<file path="config.mk">
export PLATFORM = sky130hd
export DESIGN_NAME = gray_counter
export DESIGN_NICKNAME = d
export VERILOG_FILES = /design/src/rtl/gray_pkg.sv /design/src/rtl/bin_to_gray.sv /design/src/rtl/gray_counter.sv
export SDC_FILE = /design/constraint.sdc
export NUM_CORES = 1
export LEC_CHECK = 0
export ABC_AREA = 1
export ABC_CLOCK_PERIOD_IN_PS = 1950
export BUFFER_PORTS_ARGS = -buffer_cell sky130_fd_sc_hd__buf_2
export CAP_MARGIN = 20
export CORE_AREA = 5 5 42 44
export DETAILED_ROUTE_END_ITERATION = 10
export DIE_AREA = 0 0 47 49
export GPL_TIMING_DRIVEN = 0
export PLACE_DENSITY = 0.59
export SYNTH_ARGS = -nofsm -noshare
export SYNTH_HDL_FRONTEND = slang
export SYNTH_SLANG_ARGS = --single-unit
</file>
<file path="constraint.sdc">
create_clock -name clk -period 1.95 [get_ports clk]
set_clock_uncertainty 0.2 [all_clocks]
set_input_delay 0.0975 -clock clk [delete_from_list [all_inputs] [get_ports clk]]
set_output_delay 0.0975 -clock clk [all_outputs]
set_load 0.03 [all_outputs]
</file>
<file path="src/rtl/gray_pkg.sv">
// Shared definitions for the Gray-code counter and anything that consumes its pointers.
package gray_pkg;

  localparam int unsigned DefaultWidth = 4;
  // Widest value the helper functions handle; narrower callers zero-extend.
  localparam int unsigned MaxWidth     = 32;

  // Binary to reflected Gray code. Zero-extension keeps it correct for any width <= MaxWidth.
  function automatic logic [MaxWidth-1:0] bin2gray(input logic [MaxWidth-1:0] b);
    return b ^ (b >> 1);
  endfunction

  // Gray back to binary: each binary bit is the XOR of all Gray bits at or above it.
  function automatic logic [MaxWidth-1:0] gray2bin(input logic [MaxWidth-1:0] g);
    logic [MaxWidth-1:0] b;
    b[MaxWidth-1] = g[MaxWidth-1];
    for (int i = MaxWidth - 2; i >= 0; i--) begin
      b[i] = b[i+1] ^ g[i];
    end
    return b;
  endfunction

endpackage

</file>
<file path="src/rtl/bin_to_gray.sv">
// Combinational binary-to-Gray converter, width-parameterised.
module bin_to_gray
  import gray_pkg::*;
#(
  parameter int unsigned WIDTH = DefaultWidth
) (
  input  logic [WIDTH-1:0] bin_i,
  output logic [WIDTH-1:0] gray_o
);

  assign gray_o = bin_i ^ (bin_i >> 1);

endmodule

</file>
<file path="src/rtl/gray_counter.sv">
// Up/down counter holding a binary count and a registered, glitch-free Gray copy of it.
module gray_counter
  import gray_pkg::*;
#(
  parameter int unsigned WIDTH = DefaultWidth
) (
  input  logic             clk,
  input  logic             rst,
  input  logic             en,
  input  logic             up_dn,
  input  logic             load,
  input  logic [WIDTH-1:0] load_bin,
  output logic [WIDTH-1:0] bin,
  output logic [WIDTH-1:0] gray,
  output logic             wrap,
  output logic             at_term
);

  logic [WIDTH-1:0] bin_q, bin_d;
  logic [WIDTH-1:0] gray_q, gray_d;
  logic             wrap_q, wrap_d;

  // Next-state selection: load beats enable, enable beats hold.
  always_comb begin
    bin_d  = bin_q;
    wrap_d = 1'b0;
    if (load) begin
      bin_d = load_bin;
    end else if (en) begin
      if (up_dn) begin
        bin_d  = bin_q + WIDTH'(1);
        wrap_d = &bin_q;
      end else begin
        bin_d  = bin_q - WIDTH'(1);
        wrap_d = ~|bin_q;
      end
    end
  end

  // Gray is encoded from the next binary value so both registers update on the same edge.
  bin_to_gray #(
    .WIDTH(WIDTH)
  ) u_bin_to_gray (
    .bin_i (bin_d),
    .gray_o(gray_d)
  );

  // State registers with synchronous reset.
  always_ff @(posedge clk) begin
    if (rst) begin
      bin_q  <= '0;
      gray_q <= '0;
      wrap_q <= 1'b0;
    end else begin
      bin_q  <= bin_d;
      gray_q <= gray_d;
      wrap_q <= wrap_d;
    end
  end

  assign bin     = bin_q;
  assign gray    = gray_q;
  assign wrap    = wrap_q;
  assign at_term = up_dn ? (&bin_q) : (~|bin_q);

endmodule
</file>
Yosys cells after proc, flatten, opt, wreduce, memory -nomap -nowiden
Cells that the tools add are included.

storage, ports and cells
  flip-flop bits (word level) = 9
  latch bits = 0
  memory bits (writable) = 0
  bits in read-only memories = 0
  output and inout port bits = 10
  word-level logic and storage cells = 15
  memories kept = 0

cells by class
  add/sub/neg operators = 2
  multipliers = 0
  divide/modulo/power cells = 0
  order comparisons = 0
  equality and inequality tests = 0
  shift-type cells = 0
  multiplexer cells = 4
  bitwise logic cells = 2
  reductions and logical operators = 4

operator list
  kind                   number
  $mux W4                3
  $add A4 B1 Y4 const B  1
  $reduce_and A4 Y1      1
  $reduce_or A4 Y1       1
  $sub A4 B1 Y4 const B  1
  $xor A4 B3 Y4          1
  $reduce_or A3 Y1       1
  $logic_not A1 Y1       1
  $mux W1                1
  $not A1 Y1             1

Longest topological paths before layout
  depth in word-level cells = 5
  gate-level depth with buffers = 12

Hierarchy
Synthesis repeated with hierarchy kept, for this count alone.

unflattened totals
  cells, all modules = 80
  area total of the unflattened synthesis = 526.8 µm²

by module, submodules not included
  module        times used  cells an instance  area an instance (µm²)
  gray_counter  1           66                 470.5
  bin_to_gray   1           14                 56.3

Worst setup path after synthesis
No wires, ideal clock.

  path kind = flip-flop to flip-flop
  start point = register bin_q[2], in the netlist bin[2]
  end point = register gray_q[2], in the netlist gray[2]
  library setup time = 114 ps
  data arrival time = 1525 ps
  data required time = 1636 ps
  setup slack = 111 ps
  cell stages (with the launch flop) = 11
  path buffers = 0
  clock period less this slack = 1839 ps
  cells stage by stage = dfxtp_1 > ha_1 > or2_1 > nand2_1 > nand2_1 > nand3_1 > nand2_2 > nand2_2 > nand2_1 > nand2_1 > nor2_2

on the way
  longest elaborated chain between the ends = 5
  elaborated cells between the ends (all ways) = 6

ends and longest elaborated chain
  item                                                   line                                    text
  start: declaration                                     gray_counter.sv:19                      logic [WIDTH-1:0] bin_q, bin_d;
  start signal: assignment                               gray_counter.sv:55                      bin_q <= bin_d;
  $sub A4 B1 Y4 / $add A4 B1 Y4 (equally long branches)  gray_counter.sv:34, gray_counter.sv:31
  $mux W4                                                gray_counter.sv:30                      if (up_dn) begin
  $mux W4 (*)                                            gray_counter.sv:29                      end else if (en) begin
  $mux W4 (*)                                            gray_counter.sv:27                      if (load) begin
  $xor A4 B3 Y4 (*)                                      bin_to_gray.sv:11                       assign gray_o = bin_i ^ (bin_i >> 1);
  end signal: assignment                                 gray_counter.sv:56                      gray_q <= gray_d;
  end: declaration                                       gray_counter.sv:20                      logic [WIDTH-1:0] gray_q, gray_d;

Every way passes the cells marked *; elsewhere a longest branch is shown, timed or not.
A chain may end at the register's enable or synchronous reset.

Worst setup path after layout
  start point = register bin_q[0], in the netlist bin[0]
  end point = register gray_q[1], in the netlist gray[1]

on the way
  longest elaborated chain between the ends = 5
  elaborated cells between the ends (all ways) = 6

ends and longest elaborated chain
  item                                                   line
  $sub A4 B1 Y4 / $add A4 B1 Y4 (equally long branches)  gray_counter.sv:34, gray_counter.sv:31
  $mux W4 (*)                                            gray_counter.sv:30
  $mux W4 (*)                                            gray_counter.sv:29
  $mux W4 (*)                                            gray_counter.sv:27
  $xor A4 B3 Y4 (*)                                      bin_to_gray.sv:11

Marks and branches as above.

==> out/results.ini <==
[finish]
final_util_pct = 48.1
drive_above_1_share_pct = 35.1
diodes = 0
area_delta_synth_final_pct = 40.0
multi_input_area_um2 = 288
final_area_um2 = 674
fin_nets = 108
fillers = 153
seqCellArea_um2 = 160

[cts]
clockBufferDepth = 2
insertion_delay_ns = 0.25
clkTransAtPathRegs_ns = 0.05
post_cts_buffers = 0
cts_made_buffers = 3
cts_num_sinks = 8
cts_tree = built
root_buffer = clkbuf_4
htree_levels = 1

[setup_path]
crit_cells = 8
path_class = reg -> reg
path_max_fanout = 6
worst-path-buf-inv = 1
cp_slowest_cell = fa_1
cp-end-kind = flip-flop
arrival_ns = 1.64
worstPathCellList = fa_1 > a21oi_2 > o21ai_1 > nand2_1 > o21a_4 > inv_2 > nand2_1 > o21ai_2
start_kind = flip-flop
reg2reg_depth = 8
cp.required_ns = 1.89
crit_family = adder cells
slowest_delay_ns = 0.45
crit_path_frequent_cell = nand2_1

[detailed_routing]
ant_nets = 0
drc = 0
drtPass1Iterations = 6
vias_per_cell = 4.56
wire_per_inst_um = 9.50
drt_iter0_drc = 9
dr_total_vias = 502
route.final.wire_length_mm = 1.05

[sta]
hold_viol = 0
fin_ws_ns = 0.252
relSlewSlack_pct = 84.3
period_needed_ns = 1.70
drv_slew = 0
fin_setup_tns_ns = 0
worst_slew_pin_slew_ns = 0.236
max_freq_ghz = 0.589
min_period_over_period_pct = 87.1
finalSetupViolCount = 0
grt_setup_unrepaired = false

[place]
port_buffers = 18
post_dp_cell_area_um2 = 592
pre_cts_ws_ns = 0.235
dp_hpwl_um = 815
gp_congestion = 0.737

[status]
status = finished clean

[floorplanning]
initial_core_util_pct = 34.4
dieArea_um2 = 2300
die_h_um = 49
die_x_um = 47
core_area_um2 = 1400
rows = 14
io_pins = 19

[global_route]
grtUsageTotal_pct = 11.1
grt_pass1_wl_mm = 1.93
antenna_found_initial = 0
grt_max_degree = 7
grt_use_met2_pct = 16.3
grt_overflow = 0
busiest_layer = met2
grt_use_met1_pct = 14.9
grt_pass1_vias = 453
grt_use_met3_pct = 5.54

[synthesis]
ys.warnings.count = 0
ys_top_cells_by_area = dfxtp_1, nand2_1, nor2_1
synth-edff-count = 0
yosysUniqueCellTypes = 20
synth_area_per_cell_um2 = 7.19
syn_inst = 67
synth_top_cell_area_share_pct = 33.2
synth_nets = 79
synth_area_um2 = 482
synth.most_common_cell = nand2_1
async_flop_share_pct = 0
yosys.area.top_type = dfxtp_1
ys_seq_area_share_pct = 33.2
synthTopCellsByCount = nand2_1, dfxtp_1, nor2_1
synth_flop_cell = dfxtp_1
ys_seq_elements = 8

[power_and_ir_drop]
peakVddDrop_mv = 0.391
p_per_area_nw_per_um2 = 707
cellLeakagePower_nw = 0.355

[min_path]
hp-class = in -> reg
hold_depth = 4

[run]
maxCapViolCount = 0

## cell usage in the layout, fill, tap and decap left out, drive strengths merged, types with 2 or more instances in the layout
cell type     n
clkbuf        3
nand2        20
o21ai         5
buf          19
nand3         4
ha            2
nor2         10
inv           7
a21oi         4
dlygate4sd3   6
dfxtp         8
## report_power, final
part	switching [mW]	internal (mW)	leakage, nW
logic	0.101	0.0647	0.275
clock network	0.0509	0.0701	0.0138
registers	0.0118	0.179	0.0664
## area by class of cell
class                      count  area share [%]
multi-input combinational     51            42.7
timing repair buffer          24            22.3
sequential                     8            23.7
buffer                         1            1.11
tap                           16            2.97
inverter                       7            3.90
clock buffer                   3            3.34
## sequential cells by signal, indices dropped and copies added (netlist names)
register	flops
wrap	1
gray	3
bin	4
## cells by family (layout without fill, tap and decap cells)
kind of cell	Yosys count	count (layout)	share of synthesized area (%)
compound gates	10	10	14.8
xor+xnor	1	1	1.82
fa+ha+maj	3	3	9.35
buf+inv	8	35	7.01
flops	8	8	33.2
simple gates	37	37	33.8
## stage by stage
| step | hold slack, ns | cells | power [mW] |
|---|---|---|---|
| floorplan | -0.0356 | 67 | 0.308 |
| global placement | 0.134 | 101 | 0.351 |
| detailed placement | 0.137 | 101 | 0.352 |
| CTS | 0.00424 | 110 | 0.486 |
| global route | 0.0308 | 110 | 0.516 |
| finish | 0.00658 | 110 | 0.477 |
## worst reg2reg max path, cell delays in order, from the launching register on
cell	delay (ns)
dfxtp_1	0.37
fa_1	0.45
a21oi_2	0.14
o21ai_1	0.07
nand2_1	0.07
o21a_4	0.13
inv_2	0.05
nand2_1	0.06
o21ai_2	0.05
## timing repair
item,CTS,global route
hold endpoints to repair,7,0
hold buffers,6,0
resized for setup,0,0
endpoints found under the setup margin,0,0
## metal layers
layer  part of all wire [%]  wire length (um)  vias up
met4                      0                 0        0
met1                     43               453      219
met5                      0                 0        -
met3                    8.7                91        0
li1                       -                 -      269
met2                     48               500       14
## path summary, 6_finish.rpt
| path | slack, ns | start | end |
|---|---|---|---|
| worst max register to register | 0.25 | bin[0] | gray[1] |
| worst max-delay path | 0.25 | bin[0] | gray[1] |
| worst min-delay path | 0.007 | load | bin[3] |
| worst min register to register | 0.37 | bin[2] | wrap |
Power figures use the tool's default switching activity.
